### config.mk
export PLATFORM = sky130hd
export DESIGN_NAME = pc_sequencer_flat
export DESIGN_NICKNAME = d
export VERILOG_FILES = /design/src/rtl/pc_sequencer_if.sv /design/src/rtl/pc_sequencer.sv /design/src/flat_wrapper.sv
export SDC_FILE = /design/constraint.sdc
export NUM_CORES = 1
export LEC_CHECK = 0
export BUFFER_PORTS_ARGS = -buffer_cell sky130_fd_sc_hd__buf_2
export CAP_MARGIN = 20
export CORE_AREA = 2 2 39 41
export CTS_CLUSTER_DIAMETER = 30
export DETAILED_ROUTE_END_ITERATION = 16
export DIE_AREA = 0 0 41 43
export PLACE_DENSITY_LB_ADDON = 0.15
export SLEW_MARGIN = 0
export SYNTH_ARGS = -nofsm -noshare
export SYNTH_HDL_FRONTEND = slang
export SYNTH_SLANG_ARGS = --single-unit
### constraint.sdc
create_clock -name clk -period 1.34 [get_ports clk]
set_input_delay 0.201 -clock clk [delete_from_list [all_inputs] [get_ports clk]]
set_output_delay 0.201 -clock clk [all_outputs]
set_load 0.1 [all_outputs]
### src/rtl/pc_sequencer_if.sv
// Control/status bundle for pc_sequencer: step/jump/halt requests in, PC and timing state out.
interface pc_sequencer_if #(
   parameter int unsigned T_STEPS = 6
);
   logic               en;
   logic               jmp;
   logic [3:0]         jmp_addr;
   logic               hlt;
   logic [3:0]         pc;
   logic [T_STEPS-1:0] t_state;
   logic               halted;
   logic               wrap;

   modport master (
      output en, jmp, jmp_addr, hlt,
      input  pc, t_state, halted, wrap
   );

   modport slave (
      input  en, jmp, jmp_addr, hlt,
      output pc, t_state, halted, wrap
   );
endinterface

### src/rtl/pc_sequencer.sv
// Ring-counter timed 4-bit program counter: increments in T2, optionally jumps in T4.
// Halt logic is built only when PC_SEQ_HALT_EN is defined.
module pc_sequencer #(
   parameter int unsigned T_STEPS = 6
) (
   input logic          clk,
   input logic          rst,
   pc_sequencer_if.slave bus
);

   localparam logic [T_STEPS-1:0] TInit = {{(T_STEPS-1){1'b0}}, 1'b1};

   logic [3:0]         pc_q, pc_d;
   logic [T_STEPS-1:0] t_q, t_d;
   logic               wrap_q, wrap_d;
   logic               step;
   logic               adv;
   logic               pc_load;
   logic [3:0]         pc_inc;
   logic [3:0]         pc_next;

`ifdef PC_SEQ_HALT_EN
   typedef enum logic {StRun, StHalt} state_e;
   state_e state_q, state_d;

   always_ff @(posedge clk or posedge rst) begin
      if (rst) begin
         state_q <= StRun;
      end else begin
         state_q <= state_d;
      end
   end

   // HALT is sticky: only reset returns to RUN.
   always_comb begin
      state_d = state_q;
      if (state_q == StRun && bus.en && bus.hlt) begin
         state_d = StHalt;
      end
   end

   assign step       = bus.en && (state_q == StRun);
   assign adv        = step && !bus.hlt;
   assign bus.halted = (state_q == StHalt);
`else
   logic unused_hlt;
   assign unused_hlt = bus.hlt;
   assign step       = bus.en;
   assign adv        = step;
   assign bus.halted = 1'b0;
`endif

   // Single 2:1 select: jump target in T4, incrementer otherwise.
   assign pc_inc  = pc_q + 4'd1;
   assign pc_next = t_q[3] ? bus.jmp_addr : pc_inc;
   assign pc_load = adv && (t_q[1] || (t_q[3] && bus.jmp));

   always_comb begin
      pc_d   = pc_q;
      t_d    = t_q;
      wrap_d = 1'b0;
      if (adv) begin
         t_d = {t_q[T_STEPS-2:0], t_q[T_STEPS-1]};
         if (pc_load) begin
            pc_d = pc_next;
         end
         wrap_d = t_q[1] && (pc_q == 4'hF);
      end
   end

   always_ff @(posedge clk or posedge rst) begin
      if (rst) begin
         pc_q   <= 4'h0;
         t_q    <= TInit;
         wrap_q <= 1'b0;
      end else begin
         pc_q   <= pc_d;
         t_q    <= t_d;
         wrap_q <= wrap_d;
      end
   end

   assign bus.pc      = pc_q;
   assign bus.t_state = t_q;
   assign bus.wrap    = wrap_q;

endmodule

### src/flat_wrapper.sv
// flat-port wrapper written by rule: the top's interface ports become plain ports
module pc_sequencer_flat 
#(
   parameter int unsigned T_STEPS = 6
)
  (clk, rst, bus_en, bus_jmp, bus_jmp_addr, bus_hlt, bus_pc, bus_t_state, bus_halted, bus_wrap);
  pc_sequencer_if #(.T_STEPS(T_STEPS)) bus_i ();
  input logic clk;
  input logic rst;
  input wire logic [$bits(bus_i.en)-1:0] bus_en;
  input wire logic [$bits(bus_i.jmp)-1:0] bus_jmp;
  input wire logic [$bits(bus_i.jmp_addr)-1:0] bus_jmp_addr;
  input wire logic [$bits(bus_i.hlt)-1:0] bus_hlt;
  output wire logic [$bits(bus_i.pc)-1:0] bus_pc;
  output wire logic [$bits(bus_i.t_state)-1:0] bus_t_state;
  output wire logic [$bits(bus_i.halted)-1:0] bus_halted;
  output wire logic [$bits(bus_i.wrap)-1:0] bus_wrap;
  assign bus_i.en = bus_en;
  assign bus_i.jmp = bus_jmp;
  assign bus_i.jmp_addr = bus_jmp_addr;
  assign bus_i.hlt = bus_hlt;
  assign bus_pc = bus_i.pc;
  assign bus_t_state = bus_i.t_state;
  assign bus_halted = bus_i.halted;
  assign bus_wrap = bus_i.wrap;
  pc_sequencer #(.T_STEPS(T_STEPS)) u_core (.clk(clk), .rst(rst), .bus(bus_i));
endmodule
==> summary.txt, run 1 <==
Final layout
  • # diodes: 0
  • Most frequent cells in the layout: buf_2, o21ai_0, mux2_2, clkbuf_4, buf_12
  • Share of post-route cells with drive strength above 1: 56.16%
  • Storage element area: 294.0 um^2
  • Filler Cells Inserted: 137
  • NumNets Final: 84
  • Final cell count without fillers: 89
  • Post-route cell area: 800.8 um^2
  • Most common cell after layout, fill and taps aside: buf_2
  • Area taken by multi-input logic gates: 250.2 um^2
  • Area grow syn2layout: 45.12%

Timing
  • WHS: 0.2228 ns
  • Final Max Slew Viols: 0
  • F_max: 778.5 MHz
  • Fin crit share: 95.86%
  • Final setup vio count: 0
  • Final Critical Period: 1.285 ns
  • RSZ-0062 raised after global routing: no
  • Clk_skew: 0.007898 ns
  • Setup TNS: 0 ns
  • Final Hold Fails: 0

Detailed routing
  • TritonRoute pass-1 iters: 4
  • # DRC: 0
  • Final ANT Viol Nets: 0
  • Via count: 453
  • Vias/cell: 5.090
  • Drt first-iter violations: 6
  • Post-DR wirelength/cell: 12.53 um
  • Total Wirelength: 1115 um

Critical path
  • Crit-path max cell delay: 0.49 ns
  • Worst setup SP type: flop
  • Top Family by Delay on Critical Path: flip-flops
  • Worst Path Required: 1.14 ns
  • Setup CP Type: reg -> out
  • Max FO, Critical Path: 12
  • WP data arrival: 1.08 ns
  • Worst Reg-to-Reg Cells: 3
  • WP depth: 2
  • Launch point of the worst reg-to-reg path: u_core.bus.t_state[3]$_DFFE_PP0P_
  • CP Launch Point: u_core.bus.t_state[3]$_DFFE_PP0P_
  • Buffers & Inverters on Critical Path: 2
  • Critical-path cell list: buf_6 -> buf_12
  • Slowest CP cell: dfrtp_4
  • Crit. End Element: output pin

Global routing
  • M1 GR Usage: 18.58%
  • M3 GR Usage: 7.853%
  • Pin count of the biggest net entering global routing: 13
  • Grt total ovfl: 0
  • Initial antenna violation count: 0
  • Global route hottest layer: met2
  • Global Route met2 Usage: 23.13%
  • First-pass GRT wire length: 1773 um
  • Total track usage: 15.60%
  • Vias in the first global route: 424

Clocking
  • Cts bufs inserted: 3
  • Root Buffer: clkbuf_4
  • Setup Fix Bufs, Post-CTS: 0
  • Htree depth: 1
  • Clk_lat worst skew: 0.28 ns
  • Clk slew on worst S/H paths: 0.07 ns
  • CTS tree: yes
  • Clk sink count: 11
  • Clk buf depth: 2

Status
  • Status: completed

Yosys
  • Cell area after synthesis: 551.8 um^2
  • Syn_nets: 61
  • Synth area leaders: dfrtp_1, mux2_2, dfstp_2
  • Yosys reg bits: 11
  • Syn_area_per_cell: 10.82 um^2
  • Yosys warning total: 0
  • Most used DFF post-synth: dfrtp_1
  • Synth Instances: 51
  • Count of flip-flops with a built-in enable after synthesis: 0
  • Asr flop ratio synth: 100.0%
  • Post-synthesis sequential area ratio: 50.11%
  • Top-area cell type share of the netlist area: 45.35%
  • Dominant cell type by area after synthesis: dfrtp_1
  • Distinct cell type count after synthesis: 24

Floorplan
  • I/O pin cnt: 21
  • Row cnt: 14
  • Initial Util: 39.87%
  • Die height: 43 um
  • Die Wd: 41 um
  • DIE AREA: 1763 um^2
  • Core ar.: 1384 um^2

Run
  • Max-Cap Viols: 0

Min path
  • Hold wc startpoint: bus_jmp_addr[2]
  • Hold Path Cell Cnt: 3
  • Tightest Hold Check Type: in -> reg

Place
  • DP Area: 755.7 um^2
  • DP Cell Count: 84
  • GP Congestion: 0.7058
  • IO buf count: 18
==> repair_timing <==
action | 4_1_cts | 5_1_grt
endpoints found under the hold margin | 10 | 0
setup endpoints to repair | 0 | 3
hold buffers | 1 | 0
resized for setup | 0 | 3
==> flip-flops by register name, indices dropped and copies added, names as in the netlist <==
signal and flops:
u_core.bus.t_state 6, u_core.bus.wrap 1, u_core.bus.pc 4
==> area by class of cell <==
class / instances / area share [%]
clock buffer: 4 / 3.281
timing repair buffer: 21 / 24.84
sequential: 11 / 36.72
inverter: 3 / 1.406
multi-input combinational: 34 / 31.25
tap: 16 / 2.500
==> worst register-to-register path, delay by kind of cell (launching register included) <==
kind            cells  cell delay (ns)
compound gates      1             0.24
flops               1             0.49
mux                 1             0.29
simple gates        1             0.07
==> routing by layer <==
metal  part of all wire [%]  up-vias  routed length, um
met1                     42      215                466
met5                      0        -                  0
met2                     50       12                561
li1                       -      223                  -
met4                    1.3        0                 14
met3                    6.5        3                 72
==> path summary, 6_finish.rpt <==
path / end / slack (ns)
min in group asynchronous: u_core.bus.pc[0]$_DFFE_PP0P_ / 0.47
min: u_core.bus.pc[2]$_DFFE_PP0P_ / 0.22
max reg2reg: u_core.bus.pc[0]$_DFFE_PP0P_ / 0.15
max in group asynchronous: u_core.bus.t_state[1]$_DFFE_PP0P_ / 0.53
max: bus_t_state[3] / 0.06
min reg2reg: u_core.bus.t_state[0]$_DFFE_PP1P_ / 0.53
==> cell families after synthesis <==
logic type               Yosys count  share of synthesized area [%]
multiplexers                       7                          14.74
adder cells (fa/ha/maj)            1                          2.267
AO/OA/AOI/OAI                     10                          11.11
other                              1                         0.6796
buffers and inverters              6                          6.122
AND/OR/NAND/NOR                   15                          14.97
flip-flops                        11                          50.11
==> per-stage QoR <==
stage / util, % / setup slack [ns]
4_1_cts: 57.23 / 0.002324
3_3_place_gp: 54.61 / 0.1451
3_5_place_dp: 54.61 / 0.1425
2_1_floorplan: - / -0.01477
6_report: 57.87 / 0.05547
5_1_grt: 57.87 / 0.01415
==> synth_stat cells (all sizes together) (2+ instances only) <==
master,number
buf,3
dfrtp,10
inv,3
mux2,6
nand2,4
nand3,2
nand4,2
nor2,3
o21ai,6
Power of run 1 is not shown: default switching activity piles up to over one toggle a cycle in this logic, so the estimate is an artifact.
==> run 2, diff against run 1 <==
==> constraint.sdc (replaced) <==
create_clock -name clk -period 1.4 [get_ports clk]
set_input_delay 0.21 -clock clk [delete_from_list [all_inputs] [get_ports clk]]
set_output_delay 0.21 -clock clk [all_outputs]
set_load 0.1 [all_outputs]
==> run 2 against run 1 <==
Compared with the run above: non-clock buffer count down 1; design area shrank 9.8%; sequential cell count unchanged; first-iteration DRC count decreased by 17%; global-route usage decreased by 0.56 points.
==> summary.txt, run 2 (synthesis gave the netlist of run 1 again) <==
Critical path
  • Worst Path Required: 1.19 ns (was 1.14 ns)
  • Crit-path max cell delay: 0.43 ns (was 0.49 ns)
  • Launch point of the worst reg-to-reg path: u_core.bus.t_state[3]$_DFFE_PP0P_ (unchanged)
  • Worst Reg-to-Reg Cells: 3 (unchanged)
  • WP depth: 1 (was 2)
  • Crit. End Element: output pin (unchanged)
  • Critical-path cell list: buf_2 (was buf_6 -> buf_12)
  • Slowest CP cell: buf_2 (was dfrtp_4)
  • Top Family by Delay on Critical Path: buffers and inverters (was flip-flops)
  • Buffers & Inverters on Critical Path: 1 (was 2)
  • Worst setup SP type: flop (unchanged)
  • WP data arrival: 1.10 ns (was 1.08 ns)
  • Max FO, Critical Path: 6 (was 12)
  • Setup CP Type: reg -> out (unchanged)
  • CP Launch Point: u_core.bus.pc[2]$_DFFE_PP0P_ (was u_core.bus.t_state[3]$_DFFE_PP0P_)

Place
  • Post-DP HPWL: 815.6 um
  • IO buf count: 18 (unchanged)
  • GP Congestion: 0.7284 (was 0.7058)
  • DP Worst Slack: 0.2050 ns (was 0.1425 ns)

Min path
  • Tightest Hold Check Type: in -> reg (unchanged)
  • Hold wc startpoint: bus_jmp_addr[1] (was bus_jmp_addr[2])
  • Hold Path Cell Cnt: 3 (unchanged)

Floorplan
  • I/O pin cnt: 21 (unchanged)
  • Die height: 43 um (unchanged)
  • Core ar.: 1384 um^2 (unchanged)
  • Initial Util: 39.87% (unchanged)
  • Row cnt: 14 (unchanged)
  • DIE AREA: 1763 um^2 (unchanged)
  • Die Wd: 41 um (unchanged)

Status
  • Status: completed (unchanged)

Run
  • Max-Cap Viols: 0 (unchanged)

Clocking
  • Cts bufs inserted: 3 (unchanged)
  • Root Buffer: clkbuf_4 (unchanged)
  • Htree depth: 1 (unchanged)
  • Clk buf depth: 2 (unchanged)
  • Clk sink count: 11 (unchanged)
  • CTS tree: yes (unchanged)
  • Clk slew on worst S/H paths: 0.07 ns (about the same)
  • Clk_lat worst skew: 0.26 ns (was 0.28 ns)

Final layout
  • Area grow syn2layout: 30.84% (was 45.12%)
  • Filler Cells Inserted: 133 (was 137)
  • # diodes: 0 (unchanged)
  • Most common cell after layout, fill and taps aside: buf_2 (unchanged)
  • Largest register FFs: 6 (unchanged)
  • Most frequent cells in the layout: buf_2, o21ai_0, mux2_2, dfrtp_2, dfrtp_1 (was buf_2, o21ai_0, mux2_2, clkbuf_4, buf_12)
  • Share of post-route cells with drive strength above 1: 52.78% (was 56.16%)
  • NumNets Final: 83 (was 84)

Timing
  • Final Max Slew Viols: 0 (unchanged)
  • Clk_skew: 0.001259 ns (was 0.007898 ns)
  • Fin crit share: 93.23%
  • Setup TNS: 0 ns (unchanged)
  • F_max: 766.2 MHz
  • Final WS setup: 0.09480 ns (was 0.05547 ns)
  • WHS: 0.2427 ns (was 0.2228 ns)
  • RSZ-0062 raised after global routing: no (unchanged)
  • Final setup vio count: 0 (unchanged)
  • Final Critical Period: 1.305 ns
  • Final Hold Fails: 0 (unchanged)

Detailed routing
  • Post-DR wirelength/cell: 11.67 um (was 12.53 um)
  • Total Wirelength: 1027 um (was 1115 um)
  • Met2 WL: 509 um (was 561 um)
  • Drt first-iter violations: 5 (was 6)
  • # DRC: 0 (unchanged)
  • Final ANT Viol Nets: 0 (unchanged)
  • Highest metal used: met4 (unchanged)
  • Routed wl met3: 50 um (was 72 um)
  • TritonRoute pass-1 iters: 4 (unchanged)
  • Via count: 444 (was 453)
  • Vias/cell: 5.045 (was 5.090)
  • DRT met1 WL: 457 um (was 466 um)

Global routing
  • First-pass GRT wire length: 1752 um (was 1773 um)
  • Vias in the first global route: 423 (was 424)
  • Total track usage: 15.04% (was 15.60%)
  • Pin count of the biggest net entering global routing: 13 (unchanged)
  • Grt total ovfl: 0 (unchanged)
  • Initial antenna violation count: 0 (unchanged)
==> run 2: cell count changes in the layout (fill, tap and decap cells not counted), sizes merged <==
cell / before / now
clkbuf: 6 / 5
==> run 2: area by class of cell <==
cell class	instances	area [um^2]	area share, %
flip-flops and latches	11	282.8	39.17
multi-input cells	34	241.5	33.45
repair buffers	20	140.1	19.41
clock buffers	4	26.28	3.640
well taps	16	20.02	2.773
inverters	3	11.26	1.560
==> run 2: through the flow <==
stage / util [%] / cell area [um^2] / std cells
after floorplan: - / 558.0 / 51
after global placement: 49.37 / 683.2 / 83
after detailed placement: 49.37 / 683.2 / 83
after CTS: 51.99 / 719.4 / 88
after global routing: 52.17 / 721.9 / 88
final: 52.17 / 721.9 / 88
==> run 2: path summary, 6_finish.rpt <==
check,slack [ns],end
min in group asynchronous,0.48,u_core.bus.t_state[4]$_DFFE_PP0P_
hold reg to reg,0.54,u_core.bus.t_state[5]$_DFFE_PP0P_
setup / recovery,0.09,bus_pc[2]
hold / removal,0.24,u_core.bus.pc[1]$_DFFE_PP0P_
setup reg to reg,0.20,u_core.bus.pc[0]$_DFFE_PP0P_
max in group asynchronous,0.59,u_core.bus.t_state[0]$_DFFE_PP1P_
==> run 2: repair_timing <==
item,4_1_cts,5_1_grt
gates resized for setup,0,1
endpoints found under the hold margin,10,0
setup buffers,0,0
hold buffers,1,0
setup endpoints to repair,0,1
==> run 2: layer usage <==
metal / vias up / track usage (%)
li1: 219 / -
met1: 208 / 18.39
met2: 15 / 22.50
met3: 2 / 3.141
met4: 0 / 10.00
met5: - / 0
Power of run 2 is left out for the same reason.
==> run 3, diff against run 2 <==
--- a/config.mk
+++ b/config.mk
@@ -7,10 +7,10 @@
 export LEC_CHECK = 0
 export BUFFER_PORTS_ARGS = -buffer_cell sky130_fd_sc_hd__buf_2
 export CAP_MARGIN = 20
-export CORE_AREA = 2 2 39 41
+export CORE_MARGIN = 2
+export CORE_UTILIZATION = 40
 export CTS_CLUSTER_DIAMETER = 30
 export DETAILED_ROUTE_END_ITERATION = 16
-export DIE_AREA = 0 0 41 43
 export PLACE_DENSITY_LB_ADDON = 0.15
 export SLEW_MARGIN = 0
 export SYNTH_ARGS = -nofsm -noshare
==> run 3 against run 2 <==
Compared with the run above: sequential share of layout area increased by 0.14 points; via count fell by 1.8%; routed wire length grew 2.0%; worst setup slack worse by 0.041 ns; largest cell class unchanged; critical path depth is the same; cell count is 1.1% lower.
==> summary.txt, run 3 (synthesis gave the netlist of run 1 again) <==
Global routing
  • Initial antenna violation count: 0 (unchanged)
  • Grt total ovfl: 0 (unchanged)
  • Pin count of the biggest net entering global routing: 13 (unchanged)
  • Vias in the first global route: 412 (was 423)
  • Total track usage: 16.33% (was 15.04%)
  • First-pass GRT wire length: 1649 um (was 1752 um)

Timing
  • Final Max Slew Viols: 0 (unchanged)
  • Clk_skew: 0.004998 ns (was 0.001259 ns)
  • RSZ-0062 raised after global routing: no (unchanged)
  • Final setup vio count: 0 (unchanged)
  • Final Critical Period: 1.346 ns (was 1.305 ns)
  • Setup TNS: 0 ns (unchanged)
  • Final Hold Fails: 0 (unchanged)
  • F_max: 742.9 MHz (was 766.2 MHz)
  • Fin crit share: 96.15% (was 93.23%)

Min path
  • Tightest Hold Check Type: in -> reg (unchanged)

Final layout
  • Area grow syn2layout: 30.39% (was 30.84%)
  • # diodes: 0 (unchanged)
  • Largest register FFs: 6 (unchanged)
  • Share of post-route cells with drive strength above 1: 54.17% (was 52.78%)
  • Storage element area: 282.8 um^2 (unchanged)
  • Most frequent cells in the layout: buf_2, o21ai_0, mux2_2, dfrtp_2, dfrtp_1 (unchanged)
  • Most common cell after layout, fill and taps aside: buf_2 (unchanged)
  • NumNets Final: 83 (unchanged)
  • Area taken by multi-input logic gates: 241.5 um^2 (unchanged)
  • Filler Cells Inserted: 129 (was 133)

Critical path
  • Reg2Reg Setup Slack: 0.19 ns (was 0.20 ns)
  • Critical-path cell list: buf_2 (unchanged)
  • Top Family by Delay on Critical Path: buffers and inverters (unchanged)
  • Buffers & Inverters on Critical Path: 1 (unchanged)
  • Crit-path max cell delay: 0.45 ns (was 0.43 ns)
  • Crit. End Element: output pin (unchanged)
  • Worst Path Required: 1.19 ns (about the same)
  • Slowest CP cell: buf_2 (unchanged)
  • Setup CP Type: reg -> out (unchanged)
  • WP data arrival: 1.14 ns (was 1.10 ns)
  • Worst setup SP type: flop (unchanged)
  • Max FO, Critical Path: 5 (was 6)

Clocking
  • Clk_lat worst skew: 0.27 ns (was 0.26 ns)
  • CTS tree: yes (unchanged)
  • Clk buf depth: 2 (unchanged)
  • Cts bufs inserted: 3 (unchanged)
  • # hold bufs at CTS: 1 (unchanged)
  • Clk slew on worst S/H paths: 0.06 ns (was 0.07 ns)
  • Root Buffer: clkbuf_4 (unchanged)
  • CTS resizes: 0 (unchanged)
  • Setup Fix Bufs, Post-CTS: 0 (unchanged)
  • Htree depth: 1 (unchanged)
  • Clk sink count: 11 (unchanged)

Floorplan
  • I/O pin cnt: 21 (unchanged)
  • Initial Util: 42.40% (was 39.87%)
  • Row cnt: 13 (was 14)
  • Core ar.: 1301 um^2 (was 1384 um^2)
  • Die height: 41.14 um (was 43 um)
  • Die Wd: 41.14 um (was 41 um)
  • DIE AREA: 1693 um^2 (was 1763 um^2)

Place
  • GP Congestion: 0.7271 (was 0.7284)
  • Post-DP HPWL: 809 um (was 815.6 um)
  • IO buf count: 18 (unchanged)

Detailed routing
  • Post-DR wirelength/cell: 12.05 um (was 11.67 um)
  • # DRC: 0 (unchanged)
  • Vias/cell: 5.011 (was 5.045)
  • Met2 WL: 550 um (was 509 um)
  • Highest metal used: met3 (was met4)
  • Via count: 436 (was 444)
  • Drt first-iter violations: 3 (was 5)
  • Total Wirelength: 1048 um (was 1027 um)
  • Final ANT Viol Nets: 0 (unchanged)
  • Routed wl met3: 68 um (was 50 um)
  • TritonRoute pass-1 iters: 2 (was 4)
  • DRT met1 WL: 429 um (was 457 um)

Run
  • Max-Cap Viols: 0 (unchanged)

Status
  • Status: completed (unchanged)
run 3: cell types whose count changed in the layout (fill, tap and decap cells not counted), sizes merged:
cell / delta
buf: +1
clkbuf: -2
clkinv: +1
run 3: per-layer routing:
metal / vias up / global-route usage [%]
met5: - / 0
met1: 204 / 13.67
met2: 12 / 30.08
met4: 0 / 7.258
li1: 220 / -
met3: 0 / 9.783
run 3: worst paths after layout:
check / startpoint / end / depth (start not counted)
setup / recovery: u_core.bus.pc[3]$_DFFE_PP0P_ / bus_pc[3] / 1
hold / removal: bus_jmp_addr[1] / u_core.bus.pc[1]$_DFFE_PP0P_ / 3
setup reg to reg: u_core.bus.t_state[3]$_DFFE_PP0P_ / u_core.bus.pc[0]$_DFFE_PP0P_ / 3
hold reg to reg: u_core.bus.t_state[5]$_DFFE_PP0P_ / u_core.bus.t_state[5]$_DFFE_PP0P_ / 1
max in group asynchronous: rst / u_core.bus.t_state[0]$_DFFE_PP1P_ / 3
min in group asynchronous: rst / u_core.bus.t_state[5]$_DFFE_PP0P_ / 3
run 3: final cells by class:
type                            count  area share [%]
Clock buffer                        3           3.130
Clock inverter                      1          0.6957
Inverter                            3           1.565
Multi-Input combinational cell     34           33.57
Sequential cell                    11           39.30
Tap cell                           15           2.609
Timing Repair Buffer               20           19.13
run 3: stage by stage:
stage               util, %  setup WS (ns)  instances  hold WS (ns)  instance area [um^2]
finish                55.29        0.05394         87        0.2447                 719.4
global route          55.29       0.002859         87        0.2691                 719.4
CTS                   55.29        0.03025         87        0.2360                 719.4
detailed placement    52.40         0.2059         82        0.2227                 681.9
global placement      52.40         0.2045         82        0.2231                 681.9
floorplan                 -       0.005785         51       0.06139                 558.0
Power of run 3 is left out for the same reason.
